## src/rtl/instr_fetch.sv

```systemverilog
// Instruction fetch stage: single-outstanding imem read, one-entry skid buffer, redirect flush.
// Optional misaligned-redirect detection is enabled by defining FETCH_ALIGN_CHECK_EN.
module instr_fetch #(
  parameter logic [31:0] RESET_PC = 32'h0000_0000
) (
  input  logic        clk,
  input  logic        reset,
  output logic        imem_req,
  output logic [31:0] imem_addr,
  input  logic        imem_ack,
  input  logic [31:0] imem_rdata,
  input  logic        id_ready,
  input  logic        redirect,
  input  logic [31:0] redirect_pc,
  output logic        if_valid,
  output logic [31:0] if_instr,
  output logic [31:0] if_pc,
  output logic [31:0] if_pc4,
  output logic [5:0]  op,
  output logic        misalign_err
);

  localparam logic [1:0] FETCH = 2'd0;
  localparam logic [1:0] HOLD  = 2'd1;
  localparam logic [1:0] DRAIN = 2'd2;

  logic [1:0]  state_reg, state_next;
  logic [31:0] pc_reg, pc_next;
  logic [31:0] drain_addr_reg, drain_addr_next;
  logic        if_valid_reg, if_valid_next;
  logic [31:0] if_instr_reg, if_instr_next;
  logic [31:0] if_pc_reg, if_pc_next;
  logic [31:0] buf_instr_reg, buf_instr_next;
  logic [31:0] buf_pc_reg, buf_pc_next;

  logic        ack_q;
  logic        xfer;
  logic        slot_free;
  logic [31:0] target_pc;

  // The bus is only driven outside reset and outside HOLD; an ack without a request is ignored.
  assign imem_req  = !reset && (state_reg != HOLD);
  assign imem_addr = (state_reg == DRAIN) ? drain_addr_reg : pc_reg;
  assign ack_q     = imem_ack && imem_req;
  assign xfer      = if_valid_reg && id_ready;
  assign slot_free = !if_valid_reg || xfer;
  assign target_pc = redirect_pc & 32'hFFFF_FFFC;

  always_comb begin
    state_next      = state_reg;
    pc_next         = pc_reg;
    drain_addr_next = drain_addr_reg;
    if_valid_next   = if_valid_reg;
    if_instr_next   = if_instr_reg;
    if_pc_next      = if_pc_reg;
    buf_instr_next  = buf_instr_reg;
    buf_pc_next     = buf_pc_reg;
    if (redirect) begin
      // Redirect wins over everything: flush the output slot and any buffered word.
      pc_next       = target_pc;
      if_valid_next = 1'b0;
      case (state_reg)
        FETCH: begin
          if (!ack_q) begin
            state_next      = DRAIN;
            drain_addr_next = pc_reg;
          end
        end
        HOLD:    state_next = FETCH;
        default: if (ack_q) state_next = FETCH;
      endcase
    end else begin
      case (state_reg)
        FETCH: begin
          if (ack_q) begin
            pc_next = pc_reg + 32'd4;
            if (slot_free) begin
              if_instr_next = imem_rdata;
              if_pc_next    = pc_reg;
              if_valid_next = 1'b1;
            end else begin
              buf_instr_next = imem_rdata;
              buf_pc_next    = pc_reg;
              state_next     = HOLD;
            end
          end else if (xfer) begin
            if_valid_next = 1'b0;
          end
        end
        HOLD: begin
          if (xfer) begin
            if_instr_next = buf_instr_reg;
            if_pc_next    = buf_pc_reg;
            state_next    = FETCH;
          end
        end
        default: begin
          // The word returned for the abandoned address is dropped.
          if (ack_q) state_next = FETCH;
          if (xfer) if_valid_next = 1'b0;
        end
      endcase
    end
  end

  always_ff @(posedge clk) begin
    if (reset) begin
      state_reg      <= FETCH;
      pc_reg         <= RESET_PC & 32'hFFFF_FFFC;
      drain_addr_reg <= 32'h0;
      if_valid_reg   <= 1'b0;
      if_instr_reg   <= 32'h0;
      if_pc_reg      <= 32'h0;
      buf_instr_reg  <= 32'h0;
      buf_pc_reg     <= 32'h0;
    end else begin
      state_reg      <= state_next;
      pc_reg         <= pc_next;
      drain_addr_reg <= drain_addr_next;
      if_valid_reg   <= if_valid_next;
      if_instr_reg   <= if_instr_next;
      if_pc_reg      <= if_pc_next;
      buf_instr_reg  <= buf_instr_next;
      buf_pc_reg     <= buf_pc_next;
    end
  end

  assign if_valid = if_valid_reg;
  assign if_instr = if_instr_reg;
  assign if_pc    = if_pc_reg;
  assign if_pc4   = if_pc_reg + 32'd4;

  genvar gi;
  generate
    for (gi = 0; gi < 6; gi++) begin : g_op
      assign op[gi] = if_instr_reg[26 + gi];
    end
  endgenerate

`ifdef FETCH_ALIGN_CHECK_EN
  logic misalign_reg;

  always_ff @(posedge clk) begin
    if (reset) begin
      misalign_reg <= 1'b0;
    end else if (redirect && (redirect_pc[1:0] != 2'b00)) begin
      misalign_reg <= 1'b1;
    end
  end

  assign misalign_err = misalign_reg;
`else
  assign misalign_err = 1'b0;
`endif

endmodule

```

## config.mk

```make
export PLATFORM = sky130hd
export DESIGN_NAME = instr_fetch
export DESIGN_NICKNAME = d
export VERILOG_FILES = /design/src/rtl/instr_fetch.sv
export SDC_FILE = /design/constraint.sdc
export NUM_CORES = 1
export LEC_CHECK = 0
export BUFFER_PORTS_ARGS = -buffer_cell sky130_fd_sc_hd__buf_2
export CAP_MARGIN = 20
export CORE_ASPECT_RATIO = 0.6
export CORE_MARGIN = 4
export CORE_UTILIZATION = 55
export DETAILED_ROUTE_END_ITERATION = 7
export PLACE_DENSITY = 0.81
export SYNTH_ARGS = -nofsm -noshare
export SYNTH_HDL_FRONTEND = slang
export SYNTH_SLANG_ARGS = --single-unit
```

## constraint.sdc

```tcl
create_clock -name clk -period 2.2 [get_ports clk]
set_input_delay 0.11 -clock clk [delete_from_list [all_inputs] [get_ports clk]]
set_output_delay 0.11 -clock clk [all_outputs]
set_load 0.02 [all_outputs]
```

# After elaboration in Yosys (flattened, before gate mapping)
# Index checks and enable logic that the tools add are counted.
[totals]
register_bits = 195
input_bits = 69
out_inout_bits = 137
[classes]
n_reduce_logical = 18
add_sub_neg = 2
mux = 24
eq_ne = 11
n_bitwise = 4
[op_table]
columns = ["op", "count"]
rows = [
  ["32-bit 2-to-1 mux", 10],
  ["32-bit one-hot mux with 2 select lines", 2],
  ["32-bit by 3-bit adder with 32-bit output (second input constant)", 2],
  ["3-bit != test (second input constant)", 5],
  ["2-bit 2-to-1 mux", 6],
  ["2-bit one-hot mux with 2 select lines", 2],
  ["4-bit AND reduction", 2],
  ["2-bit != test (second input constant)", 3],
  ["2-bit AND reduction", 3],
  ["2-bit nonzero test", 3],
  ["5-bit AND reduction", 1],
  ["1-bit NOT", 4],
  ["1-bit logical AND", 3],
  ["1-bit 2-to-1 mux", 3],
  ["3-bit AND reduction", 1],
  ["2-bit by 1-bit == test with 1-bit output (second input constant)", 1],
  ["2-bit == test (second input constant)", 1],
  ["1-bit logical NOT", 2],
  ["2-bit logical NOT", 1],
  ["2-bit by 1-bit != test with 1-bit output (second input constant)", 1],
  ["1-bit one-hot mux with 2 select lines", 1],
  ["2-bit OR reduction", 1],
  ["1-bit logical OR", 1],
]

# Logic depth before layout (Yosys ltp)
# Gate-level depths: netlist of the first run.
[logic_depth]
word_depth = 6
mapped_depth = 7

# Least setup slack after synthesis of the first run
# OpenSTA, ideal clock, no wires.
[synth_path]
kind = "flip-flop to output port"
from = "register if_pc_reg[2], in the netlist if_pc[2]"
to = "output port if_pc4[20]"
path_stages_with_launch = 6
path_buffers = 0
t_required_ns = 2.090
arrival_ns = 2.091
path_slack_ns = -0.001
cell_sequence = "dfxtp_1 ha_1 nand4_1 nor4_1 nand4_1 xnor2_1"
[synth_between]
elab_chain_cells = 1
[synth_lines]
columns = ["item", "line_no", "source"]
rows = [
  ["from (decl)", "32", "logic [31:0] if_pc_reg, if_pc_next;"],
  ["from (signal assigned)", "122", "if_pc_reg <= if_pc_next;"],
  ["32-bit by 3-bit adder with 32-bit output", "131", "assign if_pc4 = if_pc_reg + 32'd4;"],
  ["to (decl)", "18", "output logic [31:0] if_pc4,"],
]
# Every way passes these cells.

# Worst setup path after layout of the first run
[layout_path]
from = "register if_pc_reg[3], in the netlist if_pc[3]"
to = "output port if_pc4[30]"
# Same word-level chain as after synthesis.

==> results of run 1 <==
-- metal layers --
metal  GRT usage [%]  part of all wire, %  vias up
li1                -                    -     4185
met1            40.7                   45     4185
met2            41.7                   43      408
met3            5.97                  9.9       42
met4            6.12                  1.6        0
met5               0                    0        -
-- cell families (layout without fill, tap and decap cells) --
family	after synthesis	after routing	synth area share, %
simple gates	422	422	21.2
other cells	1	8	0.0405
compound gates	213	213	17.5
flops	187	187	40.4
fa+ha+maj	2	2	0.270
xor+xnor	35	35	3.31
buf+inv	121	353	6.87
mux	92	92	10.4
-- critical path: stages (launching register included) --
cell and delay, ps:
dfxtp_4 380, ha_4 150, nand4_1 170, nor4_2 250, buf_4 190, nand3_1 110, xnor2_1 180, buf_4 170
-- timing repair --
item,in CTS,in global routing
setup buffers,1,2
pin swaps,1,3
setup endpoints to repair,7,43
endpoints found under the hold margin,59,1
gates resized for setup,2,20
hold buffers,60,1
-- power by group through the flow --
stage,sequential (W),clock (W),combinational (W)
after floorplan,0.00374,0,0.000668
after global placement,0.00372,0,0.00104
after detailed placement,0.00373,0,0.00106
after CTS,0.00365,0.00327,0.00115
after global routing,0.00367,0.00341,0.00127
final,0.00366,0.00324,0.00118
-- cell type report --
cell class / instances / area, um^2 / area share [%]
Clock inverter: 15 / 200 / 1.70
Clock buffer: 17 / 425 / 3.61
Sequential cell: 187 / 3760 / 31.9
Timing Repair Buffer: 310 / 2100 / 17.9
Antenna cell: 1 / 2.50 / 0.0212
Inverter: 11 / 41.3 / 0.351
Tap cell: 228 / 285 / 2.42
Multi-Input combinational cell: 771 / 4960 / 42.1
-- per-stage QoR --
stage                     util (%)  instance area [um^2]  power [W]  hold WS, ps
after global routing          72.0                 11800    0.00835         40.1
after floorplan                  -                  9280    0.00441          187
after CTS                     71.3                 11700    0.00807         10.8
final                         72.0                 11800    0.00808         70.5
after detailed placement      63.7                 10400    0.00479          369
after global placement        63.7                 10400    0.00476          365
-- cells in the final DEF, fill, tap and decap left out, types with 6 or more instances in the layout --
master	instances
nand2_1	205
buf_2	190
dfxtp_1	180
a21oi_1	97
nor2_1	90
mux2i_1	62
dlygate4sd3_1	61
buf_4	51
a211oi_2	48
mux2_2	30
xnor2_1	24
a211oi_1	24
nand3_1	23
nand4_1	22
clkbuf_16	17
a311oi_1	14
and3_1	12
nor3_1	11
inv_1	11
and4_1	11
xor2_1	10
o21ai_0	9
o31ai_1	7
or4_1	7
conb_1	7
or3_1	6
buf_12	6
-- worst paths after layout --
path	to	slack, ps	cells after the start
setup / recovery	if_pc4[30]	60	7
hold / removal	pc_reg[27]	70	4
setup reg to reg	pc_reg[30]	70	4
hold reg to reg	buf_pc_reg[6]	460	2
==> out/metrics.csv, run 1 <==
stage;metric;value;unit
outcome;status;finished, final reports clean;
power_and_ir_drop;power_per_cell_area;686;nW/um^2
place;gp_congestion;0.906;
synthesis;yosysMostFrequentCell;nand2_1;
job;cap_viol_max_count;0;
clocking;cts_buffer_depth;2;
sta;setup_ws;64.6;ps
worst_setup_path;crit_path_end_kind;output port;
sta;setup_viol;0;
finish;n_fill_cell;1219;
sta;post-route-min-period;2140;ps
die;io_pins;206;
power_and_ir_drop;swShare;29.0;%
synthesis;yosys.cell_types.count;58;
synthesis;syn_avg_cell_area;8.63;um^2
worst_setup_path;worstPathMaxFanout;7;
sta;worstMarginPinSlew;681;ps
drt;wire_per_inst;17.6;um
synthesis;netlist_instances;1073;
place;hpwl;18000;um
die;start_util;56.6;%
sta;fmax;468;MHz
worst_setup_path;rr_startpoint;pc_reg[18];
drt;drc_errors;0;
hold_path;hp-start;redirect_pc[27];
synthesis;synth.top_cell.area_share;40.4;%
grt;grt_max_degree;138;
clocking;cts_sinks;187;
clocking;cts_tree;done;
synthesis;synth_top_cell_by_area;dfxtp_1;
drt;drtAntennaViolNets;0;
synthesis;yosys_most_used_dff;dfxtp_1;
worst_setup_path;required;2090;ps
clocking;cts_buffers;17;
die;die_h;108;um
drt;via_count;8820;
grt;grt_pass1_wl;42500;um
power_and_ir_drop;max-vdd-ir-drop;0.535;mV
grt;antenna_found_initial;1;
worst_setup_path;arrival;2030;ps
place;dp.cells;1442;
synthesis;synthArstFlopShare;0;%
drt;finalWirelength;27100;um
clocking;clkLatencyLatePin;430;ps
finish;syn_to_final_growth;27.3;%
sta;slew_headroom;54.6;%
drt;viasPerCell;5.73;
power_and_ir_drop;p_switching;0.00234;W
worst_setup_path;critPathKind;flip-flop to output port;
sta;report.final.hold_viol_count;0;
place;pre_cts_slack;12.8;ps
synthesis;ys_seq_area_share;40.4;%
worst_setup_path;cp-start-kind;flip-flop;
clocking;clk_pin_slew_worst_paths;70;ps
hold_path;hp-class;primary input to flip-flop;
synthesis;ys_ff_latch;187;
power_and_ir_drop;p_comb_share;14.6;%
finish;drive_above_1_share;29.3;%
drt;drt_iter0_markers;824;
worst_setup_path;crit_start;if_pc[3];
synthesis;synthTopCellsByArea;dfxtp_1 40%, nand2_1 8.3%, mux2i_1 6.7%;
clocking;cts_max_level;4;
sta;fin_setup_tns;0;ps
synthesis;synth_common_cells;205 x nand2_1, 187 x dfxtp_1, 97 x a21oi_1, 91 x nor2_1;
die;die_w;175;um
grt;grt.total_usage;27.6;%
sta;drv_slew;0;
sta;fin_crit_sh;97.1;%
power_and_ir_drop;pwr-share-clk;40.1;%
clocking;cts_root_buf;clkbuf_16;
grt;grt-ovfl-total;0;
power_and_ir_drop;power_frac_seq;45.3;%
die;rows;36;
finish;layout.nets;1369;
synthesis;synth_edf_count;0;
drt;drt_pre_antenna_iters;5;
power_and_ir_drop;p_leak;5.04;nW
sta;rsz0062_at_grt;true;
die;core;16400;um^2
die;dieArea;19000;um^2
power_and_ir_drop;cell_internal_pwr;0.00574;W
synthesis;synth_warnings;0;
sta;finClkSkew;13.1;ps
place;placement.io_buffers;196;
finish;fin_cells;1540;
grt;grt_pass1_vias;8094;
synthesis;syn_area;9260;um^2
Note: power is estimated with default switching activity, not from simulation.
==> inputs of run 2 (changes only) <==
==> constraint.sdc (replaced) <==
create_clock -name clk -period 2.2 [get_ports clk]
set_input_delay 0.22 -clock clk [delete_from_list [all_inputs] [get_ports clk]]
set_output_delay 0.22 -clock clk [all_outputs]
set_load 0.02 [all_outputs]
==> out/metrics.csv, run 2 (synthesized netlist as in run 1, its figures left out) <==
stage;metric;value;unit;change
outcome;status;finished, final reports clean;;
drt;wl_met1;12000;um;-1.6%
grt;grt_pass1_wl;40900;um;-3.8%
finish;final_common_cell;nand2_1;;
die;die_w;175;um;unchanged
drt;top_layer;met5;;
clocking;cts_tree;done;;
die;dieArea;19000;um^2;unchanged
sta;finClkSkew;11.8;ps;-1.36 ps
sta;slew_headroom;35.4;%;-19 points
clocking;clkLatencyLatePin;430;ps;about the same
finish;fin_util;69.2;%;-2.8 points
sta;worstMarginPinSlew;968;ps;+287 ps
finish;diodes;0;;-1
grt;grt.total_usage;26.8;%;-0.76 points
grt;antenna_found_initial;1;;unchanged
power_and_ir_drop;power_per_cell_area;686;nW/um^2;about the same
finish;n_fill_cell;1315;;+7.9%
die;die_h;108;um;unchanged
place;gp_congestion;0.873;;-3.7%
drt;drc_errors;0;;unchanged
place;hpwl;18400;um;+2.3%
clocking;cts_sinks;187;;unchanged
die;io_pins;206;;unchanged
sta;fmax;461;MHz;-1.5%
finish;multiInputGateArea;4970;um^2;+0.18%
sta;setup_viol;0;;unchanged
drt;wl_met2;11200;um;-4.5%
finish;regArea;3780;um^2;+0.63%
drt;viasPerCell;5.74;;+0.20%
die;rows;36;;unchanged
worst_setup_path;arrival;1950;ps;-80 ps
sta;rsz0062_at_grt;true;;
die;start_util;56.6;%;unchanged
finish;layout.nets;1327;;-3.1%
clocking;cts_buffers;17;;unchanged
drt;drtAntennaViolNets;0;;unchanged
place;dp.cells;1453;;+0.76%
worst_setup_path;crit_path_end_kind;output port;;
power_and_ir_drop;p_leak;4.87;nW;-3.5%
drt;via_count;8591;;-2.6%
finish;fin_cells;1497;;-2.8%
finish;drive_above_1_share;32.5;%;+3.3 points
sta;fin_setup_tns;0;ps;unchanged
drt;drt_pre_antenna_iters;5;;unchanged
clocking;clk_pin_slew_worst_paths;70;ps;about the same
worst_setup_path;cp-start-kind;flip-flop;;
drt;drt_iter0_markers;770;;-6.6%
worst_setup_path;r2r_end;pc_reg[26];;
hold_path;hp-class;primary input to flip-flop;;
die;core;16400;um^2;unchanged
grt;grt_max_degree;78;;-43%
worst_setup_path;critPathKind;flip-flop to output port;;
clocking;cts_root_buf;clkbuf_16;;
finish;syn_to_final_growth;22.3;%;
sta;drv_slew;0;;unchanged
place;placement.io_buffers;196;;unchanged
worst_setup_path;reg2reg_depth;4;;unchanged
worst_setup_path;rr_startpoint;pc_reg[15];;
clocking;cts_max_level;4;;unchanged
sta;fin_crit_sh;98.6;%;+1.5 points
drt;wire_per_inst;17.6;um;-0.18%
worst_setup_path;r2r_slack;100;ps;+30 ps
clocking;cts_buffer_depth;2;;unchanged
hold_path;hp-start;redirect_pc[30];;
finish;layout_common_cells;205 x nand2_1, 182 x buf_2, 171 x dfxtp_1;;
drt;finalWirelength;26300;um;-3.0%
job;cap_viol_max_count;0;;unchanged
sta;post-route-min-period;2170;ps;+32.9 ps
worst_setup_path;worstPathMaxFanout;7;;unchanged
grt;grt_pass1_vias;7554;;-6.7%
place;pre_cts_slack;2.83;ps;-10.0 ps
hold_path;min_path_cells;3;;-1
worst_setup_path;required;1980;ps;-110 ps
sta;setup_ws;31.7;ps;-32.9 ps
sta;report.final.hold_viol_count;0;;unchanged
grt;grt-ovfl-total;0;;unchanged
power_and_ir_drop;p_total;0.00776;W;-3.9%
drt;dr_wl_met3;2750;um;+2.8%
hold_path;min_to;pc_reg[30];;
power_and_ir_drop;max-vdd-ir-drop;0.480;mV;-10%
==> run 2: worst max path at each step <==
stage / startpoint / end
final: if_pc[2] / if_pc4[28]
after global routing: if_pc[7] / if_pc4[28]
after CTS: if_pc[17] / if_pc4[25]
after detailed placement: state_reg[0] / if_instr[2]
after global placement: state_reg[0] / if_instr[13]
after floorplan: if_pc[2] / if_pc4[20]
==> run 2: worst max-delay path, stage by stage, from the launching register on <==
cell and delay [ps]:
dfxtp_2 340, ha_2 180, nand4_1 170, nor4_2 170, buf_4 200, nand4_1 140, xnor2_1 180, buf_4 160
==> run 2: metal layers <==
metal | global-route usage (%) | vias up
met5 | 0 | -
li1 | - | 4121
met1 | 40.2 | 4044
met3 | 6.32 | 26
met2 | 39.3 | 398
met4 | 5.84 | 2
==> run 2: layout make-up <==
class                      count  share of cell area, %
clock inverter                15                   1.35
multi-input combinational    771                   43.9
timing repair buffer         268                   14.7
clock buffer                  17                   3.76
tap                          228                   2.52
inverter                      11                  0.365
sequential                   187                   33.4
==> run 2: power by group <==
group	switching, W	total (W)	internal [W]
clock	0.00148	0.00299	0.00152
sequential	0.000149	0.00365	0.00350
combinational	0.000687	0.00112	0.000430
==> run 2: repair_timing <==
action / 4_1_cts / 5_1_grt
endpoints found under the hold margin: 1 / 0
pin swaps: 4 / 8
hold buffers: 1 / 0
buffers inserted: 4 / 6
gates resized for setup: 13 / 34
endpoints found under the setup margin: 34 / 54
==> run 2: through the flow <==
step | hold WS [ps] | instance area (um^2)
global placement | 439 | 10500
finish | 25.0 | 11300
CTS | 20.2 | 11100
detailed placement | 445 | 10500
floorplan | 297 | 9280
global route | 29.7 | 11300
